File: config.mk
export PLATFORM = sky130hd
export DESIGN_NAME = memory_bus_router
export DESIGN_NICKNAME = d
export VERILOG_FILES = /design/src/rtl/memory_bus_pkg.sv /design/src/rtl/bus_watchdog.sv /design/src/rtl/memory_bus_router.sv
export SDC_FILE = /design/constraint.sdc
export NUM_CORES = 1
export LEC_CHECK = 0
export CORE_UTILIZATION = 44
export CTS_CLUSTER_DIAMETER = 50
export DETAILED_ROUTE_END_ITERATION = 6
export MAX_ROUTING_LAYER = met4
export PLACE_DENSITY = 0.77
export SLEW_MARGIN = 15
export SYNTH_ARGS = -nofsm -noshare
export SYNTH_HDL_FRONTEND = slang
export SYNTH_SLANG_ARGS = --single-unit
File: constraint.sdc
create_clock -name clk -period 3.83 [get_ports clk]
set_clock_uncertainty 0.15 [all_clocks]
set_input_delay 0.766 -clock clk [delete_from_list [all_inputs] [get_ports clk]]
set_output_delay 0.766 -clock clk [all_outputs]
set_load 0.02 [all_outputs]
File: src/rtl/memory_bus_pkg.sv
// Shared types and helpers for the memory bus router: FSM states, error kinds
// and the offset helper for packed per-target data buses.
package memory_bus_pkg;

    typedef enum logic [1:0] {
        ST_IDLE   = 2'd0,
        ST_ACCESS = 2'd1,
        ST_DONE   = 2'd2
    } bus_state_t;

    localparam logic ERR_PROTECT = 1'b0;
    localparam logic ERR_TIMEOUT = 1'b1;

    // LSB of element idx inside a packed bus of width-bit elements.
    function automatic int slice_lsb(input int idx, input int width);
        return idx * width;
    endfunction

endpackage

File: src/rtl/bus_watchdog.sv
// Loadable down-counter bounding how long a target may hold off ready.
// Reports expiry only while running with the count exhausted.
module bus_watchdog #(
    parameter int CNT_W = 16
) (
    input  logic             clk,
    input  logic             reset,
    input  logic             load,
    input  logic [CNT_W-1:0] load_value,
    input  logic             clear,
    input  logic             run,
    output logic             expired
);

    logic [CNT_W-1:0] count;

    always_ff @(posedge clk or posedge reset) begin
        if (reset) begin
            count <= '0;
        end else if (clear) begin
            count <= '0;
        end else if (load) begin
            count <= load_value;
        end else if (run && count != '0) begin
            count <= count - 1'b1;
        end
    end

    assign expired = run && (count == '0);

endmodule

File: src/rtl/memory_bus_router.sv
// CPU bus cycle decoder driving a registered req/ready handshake to banked
// targets, with write protection, timeout watchdog and a sticky error record.
module memory_bus_router
    import memory_bus_pkg::*;
#(
    parameter int ADDR_WIDTH = 24,
    parameter int DATA_WIDTH = 8,
    parameter int BANK_LSB   = 14,
    parameter int BANK_BITS  = 2,
    parameter int PAGE_LSB   = 16,
    parameter int EXT_TARGET = 3,
    parameter logic [2**BANK_BITS-1:0] WRITE_PROTECT = 'b0010,
    parameter int TIMEOUT    = 255
) (
    input  logic                              clk,
    input  logic                              reset,
    input  logic [ADDR_WIDTH-1:0]             address,
    input  logic [DATA_WIDTH-1:0]             data_in,
    output logic [DATA_WIDTH-1:0]             data_out,
    input  logic                              bus_enable,
    input  logic                              write_enable,
    output logic                              bus_halt,
    output logic [2**BANK_BITS-1:0]           tgt_req,
    output logic                              tgt_write,
    output logic [ADDR_WIDTH-1:0]             tgt_address,
    output logic [DATA_WIDTH-1:0]             tgt_wdata,
    input  logic [2**BANK_BITS-1:0]           tgt_ready,
    input  logic [(2**BANK_BITS)*DATA_WIDTH-1:0] tgt_rdata,
    output logic                              err_flag,
    output logic [BANK_BITS-1:0]              err_target,
    output logic                              err_timeout,
    input  logic                              err_clear
);

    localparam int NT = 2**BANK_BITS;
    localparam logic [BANK_BITS-1:0] EXT_SEL = BANK_BITS'(EXT_TARGET);
    localparam logic [15:0] WD_LOAD = 16'(TIMEOUT - 1);
    localparam logic [NT-1:0] REQ_ONE = NT'(1);

    bus_state_t state_q, state_d;
    logic [BANK_BITS-1:0]  sel, sel_q;
    logic [DATA_WIDTH-1:0] rdata_sel;
    logic accept, protect_hit, access_ok, timeout_hit, wd_expired;

    // Any non-zero upper page overrides the bank field.
    assign sel = (|address[ADDR_WIDTH-1:PAGE_LSB]) ? EXT_SEL : address[BANK_LSB +: BANK_BITS];
    assign rdata_sel = tgt_rdata[slice_lsb(int'(sel_q), DATA_WIDTH) +: DATA_WIDTH];
    assign bus_halt = (state_q == ST_IDLE && bus_enable) || (state_q == ST_ACCESS);

    bus_watchdog #(.CNT_W(16)) u_watchdog (
        .clk        (clk),
        .reset      (reset),
        .load       (accept),
        .load_value (WD_LOAD),
        .clear      (state_q == ST_DONE),
        .run        (state_q == ST_ACCESS),
        .expired    (wd_expired)
    );

    always_ff @(posedge clk or posedge reset) begin
        if (reset) state_q <= ST_IDLE;
        else       state_q <= state_d;
    end

    always_comb begin
        state_d     = state_q;
        accept      = 1'b0;
        protect_hit = 1'b0;
        access_ok   = 1'b0;
        timeout_hit = 1'b0;
        unique case (state_q)
            ST_IDLE: begin
                if (bus_enable) begin
                    accept = 1'b1;
                    if (write_enable && WRITE_PROTECT[sel]) begin
                        protect_hit = 1'b1;
                        state_d     = ST_DONE;
                    end else begin
                        state_d = ST_ACCESS;
                    end
                end
            end
            ST_ACCESS: begin
                // Ready wins over an expiry in the same cycle.
                if (tgt_ready[sel_q]) begin
                    access_ok = 1'b1;
                    state_d   = ST_DONE;
                end else if (wd_expired) begin
                    timeout_hit = 1'b1;
                    state_d     = ST_DONE;
                end
            end
            ST_DONE: state_d = ST_IDLE;
            default: state_d = ST_IDLE;
        endcase
    end

    always_ff @(posedge clk or posedge reset) begin
        if (reset) begin
            sel_q       <= '0;
            tgt_req     <= '0;
            tgt_write   <= 1'b0;
            tgt_address <= '0;
            tgt_wdata   <= '0;
            data_out    <= '0;
        end else begin
            if (accept) begin
                sel_q       <= sel;
                tgt_write   <= write_enable;
                tgt_address <= address;
                tgt_wdata   <= data_in;
                if (!protect_hit) tgt_req <= REQ_ONE << sel;
            end
            if (access_ok || timeout_hit) tgt_req <= '0;
            if (access_ok && !tgt_write) data_out <= rdata_sel;
            if (timeout_hit) data_out <= '1;
        end
    end

    // First error sticks until cleared; clear beats a same-cycle error.
    always_ff @(posedge clk or posedge reset) begin
        if (reset) begin
            err_flag    <= 1'b0;
            err_target  <= '0;
            err_timeout <= 1'b0;
        end else if (err_clear) begin
            err_flag    <= 1'b0;
            err_target  <= '0;
            err_timeout <= 1'b0;
        end else if (!err_flag && (protect_hit || timeout_hit)) begin
            err_flag    <= 1'b1;
            err_target  <= protect_hit ? sel : sel_q;
            err_timeout <= timeout_hit ? ERR_TIMEOUT : ERR_PROTECT;
        end
    end

endmodule

**Yosys cells after proc, flatten, opt, wreduce, memory -nomap -nowiden**

Cells that the tools add are included.

- Add/subtract/negate cells: 1
- $lt $le $gt $ge: 2
- Equality and inequality tests: 5
- Shift-type cells: 2
- Mux-type cells: 36
- Reduce and logical (&&, ||, !) cells: 21

Operators with widths:

| kind | number |
|---|---|
| $mux 16 | 3 |
| $shiftx 32x6->8 | 1 |
| $mux 1 | 17 |
| $logic_not 16->1 | 1 |
| $mux 2 | 8 |
| $mux 8 | 2 |
| $reduce_bool 16->1 | 1 |
| $sub 16x1->16 const B | 1 |
| $mux 4 | 3 |
| $reduce_or 8->1 | 1 |
| $logic_and 1x1->1 | 6 |
| $lt 2x3->1 const B | 2 |
| $reduce_bool 2->1 | 3 |
| $bmux 1 s2 | 2 |
| $pmux 2 s2 | 1 |
| $reduce_and 2->1 | 2 |
| $shl 1x2->4 const A | 1 |
| $logic_or 1x1->1 | 3 |
| $ne 3x3->1 const B | 1 |
| $reduce_bool 3->1 | 1 |
| $eq 2x1->1 const B | 1 |
| $eq 2x2->1 const B | 1 |
| $logic_not 1->1 | 2 |
| $logic_not 2->1 | 1 |
| other kinds (2) | 2 |

- Register bits after elaboration: 69
- Bits of input ports: 73
- Output and inout port bits: 50
- Word-level logic and storage cells: 78

**Depth between registers and ports, before layout**

Gate-level depths: netlist (run 1).

- Depth after elaboration: 12
- Gate-level depth with buffers: 8
- Gate-level depth less buffers: 7

**Hierarchy**

A second synthesis (run 1) with hierarchy kept.

- Cells, all modules: 389
- Area total of the unflattened synthesis: 3578.4 um^2

Modules (own cells, without submodules):

| module | times used | cells each | area each (um^2) | sequential area each (um^2) |
|---|---|---|---|---|
| memory_bus_router | 1 | 258 | 2441.1 | 1326.3 |
| bus_watchdog | 1 | 131 | 1137.3 | 400.4 |

**Worst setup path after synthesis (run 1)**

OpenSTA, ideal clock, no wires.

- Path type: register to register
- Start point: reg u_watchdog.count[6]
- End point: reg err_target[0]
- Arrival time: 2.568 ns
- Setup slack: 0.985 ns
- Cell stages (with the launch flop): 8
- Buffers on the path: 2
- Period minus slack after synthesis: 2.845 ns
- Cells stage by stage: dfrtp_1 -> or4_1 -> buf_2 -> or4_4 -> buf_6 -> or4_4 -> nor4b_2 -> nor4_2

- Word-level cells in the longest chain between the ends: 8

Ends and longest elaborated chain:

| what | line | RTL |
|---|---|---|
| from (decl) | bus_watchdog.sv:15 | `logic [CNT_W-1:0] count;` |
| from (signal assigned) | bus_watchdog.sv:23 | `count <= load_value;` |
| from (signal assigned) | bus_watchdog.sv:25 | `count <= count - 1'b1;` |
| $logic_not 16->1 | bus_watchdog.sv:29 | `assign expired = run && (count == '0);` |
| $logic_and 1x1->1 | bus_watchdog.sv:29 |  |
| $mux 1 | memory_bus_router.sv:88 | `end else if (wd_expired) begin` |
| $mux 1 | memory_bus_router.sv:85 | `if (tgt_ready[sel_q]) begin` |
| $mux 1 | memory_bus_router.sv:71 | `unique case (state_q)` |
| $logic_or 1x1->1 | memory_bus_router.sv:130 | `end else if (!err_flag && (protect_hit \|\| timeout_hit)) begin` |
| $logic_and 1x1->1 | memory_bus_router.sv:130 |  |
| $reduce_bool 2->1 (no source line) | n/a |  |
| to (signal assigned) | memory_bus_router.sv:132 | `err_target <= protect_hit ? sel : sel_q;` |
| to (decl) | memory_bus_router.sv:30 | `output logic [BANK_BITS-1:0] err_target,` |

No other way between the ends.
A chain may end at the register's enable or synchronous reset.

**Worst setup path after layout (run 1)**

Ends and elaborated chain as after synthesis.

==> results.sh, run 1 <==
export IMPL_cp_max_fo=10
export IMPL_diodes=0
export IMPL_worstSetupPathType="reg2reg"
export IMPL_regToRegSetupSlack_ps=860
export IMPL_arrival_ps=3040
export IMPL_mappedNetlistArea_sq_mm=0.00323
export IMPL_syn_to_final_growth_pct=47.7
export IMPL_rsz0062_at_grt="false"
export IMPL_synthCells=323
export IMPL_ir_worst_vdd_mv=0.372
export IMPL_synth_common_cells="110 x nand2_1, 69 x dfrtp_1, 14 x nor2_1"
export IMPL_htreeDepth=3
export IMPL_syn_area_per_cell_sq_um=9.99
export IMPL_synth_top_area_frac=0.535
export IMPL_slew_viol_final=0
export IMPL_drive_above_1_share=0.0956
export IMPL_gr_usage_all_layers=0.235
export IMPL_async_reset_ff_frac=1.00
export IMPL_power_uw=3360
export IMPL_portBuffers=122
export IMPL_synth_nets=398
export IMPL_cp_start_kind="register"
export IMPL_postCtsHoldBufs=0
export IMPL_setup_ws_ps=856
export IMPL_grt_pass1_vias=2851
export IMPL_report_final_hold_viol_count=0
export IMPL_gp_congestion=0.841
export IMPL_die_height_microns=87.6
export IMPL_holdPathEnd="tgt_address[1]"
export IMPL_vias=2864
export IMPL_io_pins=123
export IMPL_final_area_sq_mm=0.00476
export IMPL_die_w_microns=87.6
export IMPL_synth_area_leaders="dfrtp_1 54%, nand2_1 13%, mux4_2 6.3%"
export IMPL_drtAntennaViolNets=0
export IMPL_post_place_ws_ps=620
export IMPL_dr_pass1_iters=4
export IMPL_maxCapViolations=0
export IMPL_fin_util=0.686
export IMPL_routed_wl_microns=7930
export IMPL_drtIter0Drc=145
export IMPL_min_path_cells=2
export IMPL_power_density_mw_per_mm2=706
export IMPL_yosys_cell_count_top_type="nand2_1"
export IMPL_hold_path_class="reg2reg"
export IMPL_core_area_sq_mm=0.00694
export IMPL_wl_per_cell_microns=14.5
export IMPL_cts_resized=0
export IMPL_seq_area_frac_synth=0.535
export IMPL_r2r_cells=5
export IMPL_clk_root_buffer_cell="clkbuf_8"
export IMPL_regArea_sq_mm=0.00173
export IMPL_die_area_sq_mm=0.00768
export IMPL_ys_ff_latch=69
export IMPL_globalRoute_totalOverflow=0
export IMPL_postPlaceCellArea_sq_mm=0.00454
export IMPL_yosys_warnings=0
export IMPL_grt_max_degree=48
export IMPL_fin_crit_sh=0.777
export IMPL_multi_input_area_sq_mm=0.00141
export IMPL_cts_buffers=9
export IMPL_synth_edf_count=0
export IMPL_nFillCells=550
export IMPL_r2r_start="u_watchdog.count[6]"
export IMPL_p_leak_uw=0.00206
export IMPL_hold_start="tgt_address[1]"
export IMPL_grt_pass1_wl_microns=13300
export IMPL_cts_tree="built"
export IMPL_cts_buffer_depth=2
export IMPL_path_clk_slew_ps=80
export IMPL_fin_tns_setup_ps=0
export IMPL_slew_headroom=0.514
export IMPL_clkLatencyLatePin_ps=340
export IMPL_avgViaCountPerCell=5.25
export IMPL_period_needed_ps=2970
export IMPL_clock_sinks=69
export IMPL_hpwl_microns=5800
export IMPL_r2r_end="err_target[0]"
export IMPL_max_freq_mhz=336
export IMPL_outcome="completed"
export IMPL_tightest_slew_ps=723
export IMPL_nNetsFinal=520
export IMPL_cp_required_ps=3900
export IMPL_antenna_found_initial=0
export IMPL_drc=0
export IMPL_endpoint_kind="register"
export IMPL_synth_cell_types=47
export IMPL_postCtsSetupBuffers=0
export IMPL_setup_viol=0
export IMPL_start_util=0.465
export IMPL_fp_row_count=30
export IMPL_synth_ff_type="dfrtp_1"
export IMPL_yosysTopAreaCell="dfrtp_1"
[flip-flops by register name (all words and copies together) (netlist names)]
name              flops
sel_q                 2
err_flag              1
data_out              8
tgt_address          24
tgt_write             1
tgt_req               4
err_timeout           1
err_target            2
u_watchdog.count     16
tgt_wdata             8
state_q               2
[worst max-delay path, cell delays in order, from the launching register on]
cell and delay, ps:
dfrtp_1 440, or4_1 700, or4_4 660, or4_4 550, nor4b_2 270, nor4_2 80
[final cells by class]
| class | count | share of cell area |
|---|---|---|
| Clock buffer | 10 | 0.0289 |
| Clock inverter | 6 | 0.0181 |
| Inverter | 7 | 0.00551 |
| Multi-Input combinational cell | 231 | 0.296 |
| Sequential cell | 69 | 0.362 |
| Tap cell | 96 | 0.0252 |
| Timing Repair Buffer | 127 | 0.264 |
[worst max path at each step]
stage / to / start / slack, ps / depth (start not counted)
finish: err_target[0] / u_watchdog.count[6] / 860 / 5
global route: err_target[0] / u_watchdog.count[6] / 760 / 5
CTS: err_target[0] / u_watchdog.count[6] / 860 / 5
detailed placement: err_target[0] / address[20] / 620 / 6
global placement: err_target[0] / address[20] / 700 / 6
floorplan: err_target[0] / u_watchdog.count[6] / 990 / 7
[report_power, final]
part           total, uW  switching [uW]  internal (uW)  leakage (uW)
Sequential          1160             172            989      0.000842
Clock                668             284            383      0.000112
Combinational       1530             818            716       0.00111
Total               3360            1270           2090       0.00206
[through the flow]
stage / instances / hold slack [ps]
2_1_floorplan: 323 / 290
3_3_place_gp: 530 / 309
3_5_place_dp: 530 / 311
4_1_cts: 546 / 331
5_1_grt: 546 / 346
6_report: 546 / 324
[cell families after synthesis]
logic type      after synthesis  share of synthesized area
compound gates               42                      0.101
xor+xnor                      5                     0.0136
fa+ha+maj                     2                    0.00776
buf+inv                      23                     0.0295
flops                        69                      0.535
mux                          10                     0.0659
simple gates                172                      0.247
[placed cells by master (no fill, tap or decap), types with 2 or more instances in the layout]
cell type and n:
ha_1 2, or2_2 3, inv_1 6, clkinv_2 2, a21oi_1 6, mux4_2 9, nand3b_1 2, o22a_1 9
nand2_1 110, nand4_1 3, o21ai_0 4, nor2_1 14, o311ai_0 4, buf_4 5, clkdlybuf4s50_1 122, clkbuf_8 10
or4_1 6, nand3_1 10, o211ai_1 7, bufinv_16 2, xor2_1 4, or3_1 3, o31ai_1 3, or4_4 2
nor4_1 4, nand2b_1 3, nor3_1 3, dfrtp_1 69
[layer usage]
| layer | vias to the layer above | GRT usage | part of all wire |
|---|---|---|---|
| met4 | 0 | 0.0730 | 0.010 |
| met5 | - | - | 0 |
| met2 | 91 | 0.374 | 0.50 |
| met1 | 1389 | 0.298 | 0.43 |
| li1 | 1376 | - | - |
| met3 | 8 | 0.0556 | 0.060 |
No activity file was read; power rests on OpenSTA's default activity.
==> run 2, diff against run 1 <==
--- a/config.mk
+++ b/config.mk
@@ -5,11 +5,11 @@
 export SDC_FILE = /design/constraint.sdc
 export NUM_CORES = 1
 export LEC_CHECK = 0
-export CORE_UTILIZATION = 44
+export CORE_UTILIZATION = 40
 export CTS_CLUSTER_DIAMETER = 50
 export DETAILED_ROUTE_END_ITERATION = 6
 export MAX_ROUTING_LAYER = met4
-export PLACE_DENSITY = 0.77
+export PLACE_DENSITY = 0.74
 export SLEW_MARGIN = 15
 export SYNTH_ARGS = -nofsm -noshare
 export SYNTH_HDL_FRONTEND = slang
==> constraint.sdc (replaced) <==
create_clock -name clk -period 2.6 [get_ports clk]
set_clock_uncertainty 0.15 [all_clocks]
set_input_delay 0.52 -clock clk [delete_from_list [all_inputs] [get_ports clk]]
set_output_delay 0.52 -clock clk [all_outputs]
set_load 0.02 [all_outputs]
==> run 2 against run 1 <==
  * Setup slack lost 820 ps
  * Critical path type unchanged
  * Cell area up 6.5%
  * Power increased by 54%
  * Critical endpoint unchanged
  * Largest cell class unchanged
  * Critical path depth is the same
  * Largest power group unchanged
  * Non-clock buffer count increased by 31
==> results.sh, run 2 (synthesis results as in run 1) <==
export IMPL_die_area_sq_mm=0.00843
export IMPL_path_clk_slew_ps=80
export IMPL_cp_cell_sequence="or4_4, or4_4, or4_4, nor4b_4, nor4_2"
export IMPL_diodes=0
export IMPL_power_frac_seq=0.326
export IMPL_clk_root_buffer_cell="clkbuf_8"
export IMPL_syn_to_final_growth_pct=57.3
export IMPL_rsz0062_at_grt="true"
export IMPL_arrival_ps=2630
export IMPL_tightest_slew_ps=476
export IMPL_slew_viol_final=0
export IMPL_gr_usage_all_layers=0.230
export IMPL_layout_commonest_cell="clkdlybuf4s50_1"
export IMPL_drtIter0Drc=140
export IMPL_post_place_cells=557
export IMPL_antenna_found_initial=0
export IMPL_clock_sinks=69
export IMPL_routed_wl_microns=8610
export IMPL_final_area_sq_mm=0.00507
export IMPL_maxCapViolations=0
export IMPL_nNetsFinal=551
export IMPL_grt_pass1_vias=3195
export IMPL_cp_max_fo=6
export IMPL_core_area_sq_mm=0.00777
export IMPL_hold_worst_slack_ps=324
export IMPL_final_cell_mix="122 x clkdlybuf4s50_1, 110 x nand2_1, 69 x dfrtp_1, 33 x buf_4, 12 x nor2_1"
export IMPL_portBuffers=122
export IMPL_ir_worst_vdd_mv=0.683
export IMPL_slew_headroom=0.683
export IMPL_power_switching_uw=2010
export IMPL_start_util=0.415
export IMPL_p_leak_uw=0.00221
export IMPL_die_w_microns=91.8
export IMPL_fin_tns_setup_ps=0
export IMPL_cp_start_kind="register"
export IMPL_cts_buffers=9
export IMPL_hold_path_class="reg2reg"
export IMPL_hpwl_microns=6160
export IMPL_worstSetupPathType="reg2reg"
export IMPL_slowest_delay_ps=560
export IMPL_grt_max_degree=53
export IMPL_p_comb_frac=0.506
export IMPL_drtAntennaViolNets=0
export IMPL_period_needed_ps=2560
export IMPL_vias=3021
export IMPL_endpoint_kind="register"
export IMPL_critical_path_slowest_cell="or4_4"
export IMPL_cp_required_ps=2670
export IMPL_startpoint="u_watchdog.count[9]"
export IMPL_die_height_microns=91.8
export IMPL_p_int_uw=3180
export IMPL_power_density_mw_per_mm2=1020
export IMPL_htreeDepth=3
export IMPL_drc=0
export IMPL_postPlaceCellArea_sq_mm=0.00473
export IMPL_avgViaCountPerCell=5.18
export IMPL_hold_start="tgt_wdata[7]"
export IMPL_fin_crit_sh=0.986
export IMPL_globalRoute_totalOverflow=0
export IMPL_postCtsHoldBufs=0
export IMPL_setup_viol=0
export IMPL_fin_util=0.653
export IMPL_report_final_hold_viol_count=0
export IMPL_grt_pass1_wl_microns=14900
export IMPL_dr_pass1_iters=4
export IMPL_r2r_start="u_watchdog.count[9]"
export IMPL_largest_register_ffs=24
export IMPL_drive_above_1_share=0.173
export IMPL_cts_tree="built"
export IMPL_gp_congestion=0.811
export IMPL_outcome="completed"
export IMPL_clkLatencyLatePin_ps=340
export IMPL_switching_share=0.387
export IMPL_cp_common_cell="or4_4"
export IMPL_max_freq_mhz=390
export IMPL_io_pins=123
export IMPL_fin_cells=583
export IMPL_reg_top3="tgt_address (24), u_watchdog.count (16)"
export IMPL_cts_buffer_depth=2
export IMPL_fp_row_count=32
export IMPL_wl_per_cell_microns=14.8
export IMPL_clkPwrFrac=0.168
export IMPL_regMostFlops="tgt_address"
run 2: repair_timing:
| item | CTS | global route |
|---|---|---|
| endpoints found under the setup margin | 19 | 21 |
| buffers inserted | 10 | 0 |
| resized for setup | 5 | 10 |
| gates cloned | 0 | 0 |
| pin swaps | 4 | 4 |
run 2: area by class of cell:
cell class	instances	area, sq um
Multi-Input combinational cell	231	1480
Timing Repair Buffer	158	1510
Tap cell	102	128
Clock buffer	10	128
Clock inverter	6	70.1
Inverter	7	26.3
Sequential cell	69	1730
Fill cell	627	2690
run 2: critical path: cells and delay by family (launching register included):
kind / cells / cell delay (ps)
simple gates: 5 / 1890
flops: 1 / 400
run 2: power by group through the flow:
stage | sequential (uW) | clock (uW) | combinational (uW)
finish | 1690 | 871 | 2630
floorplan | 2070 | 0 | 930
detailed placement | 1700 | 0 | 2480
global placement | 1690 | 0 | 2420
global route | 1740 | 942 | 2860
CTS | 1690 | 891 | 2600
run 2: worst paths after layout:
kind,cells after the start,endpoint,slack [ps]
worst max-delay path,5,err_target[0],40
worst min register to register,2,tgt_wdata[7],320
max in group asynchronous,3,tgt_address[12],1350
worst min-delay path,2,tgt_wdata[7],320
min in group asynchronous,2,tgt_address[7],340
worst max register to register,5,err_target[0],40
run 2: per-stage QoR:
step	setup WS (ps)	total power (uW)
floorplan	-167	3000
global placement	-261	4110
detailed placement	-312	4190
CTS	-6.42	5180
global route	-29.8	5550
finish	36.1	5190
run 2: per-layer routing:
metal | routed length [microns] | GRT usage | part of all wire
met4 | 157 | 0.0924 | 0.018
met1 | 3610 | 0.286 | 0.42
met3 | 414 | 0.0381 | 0.048
met5 | 0 | - | 0
met2 | 4420 | 0.377 | 0.51
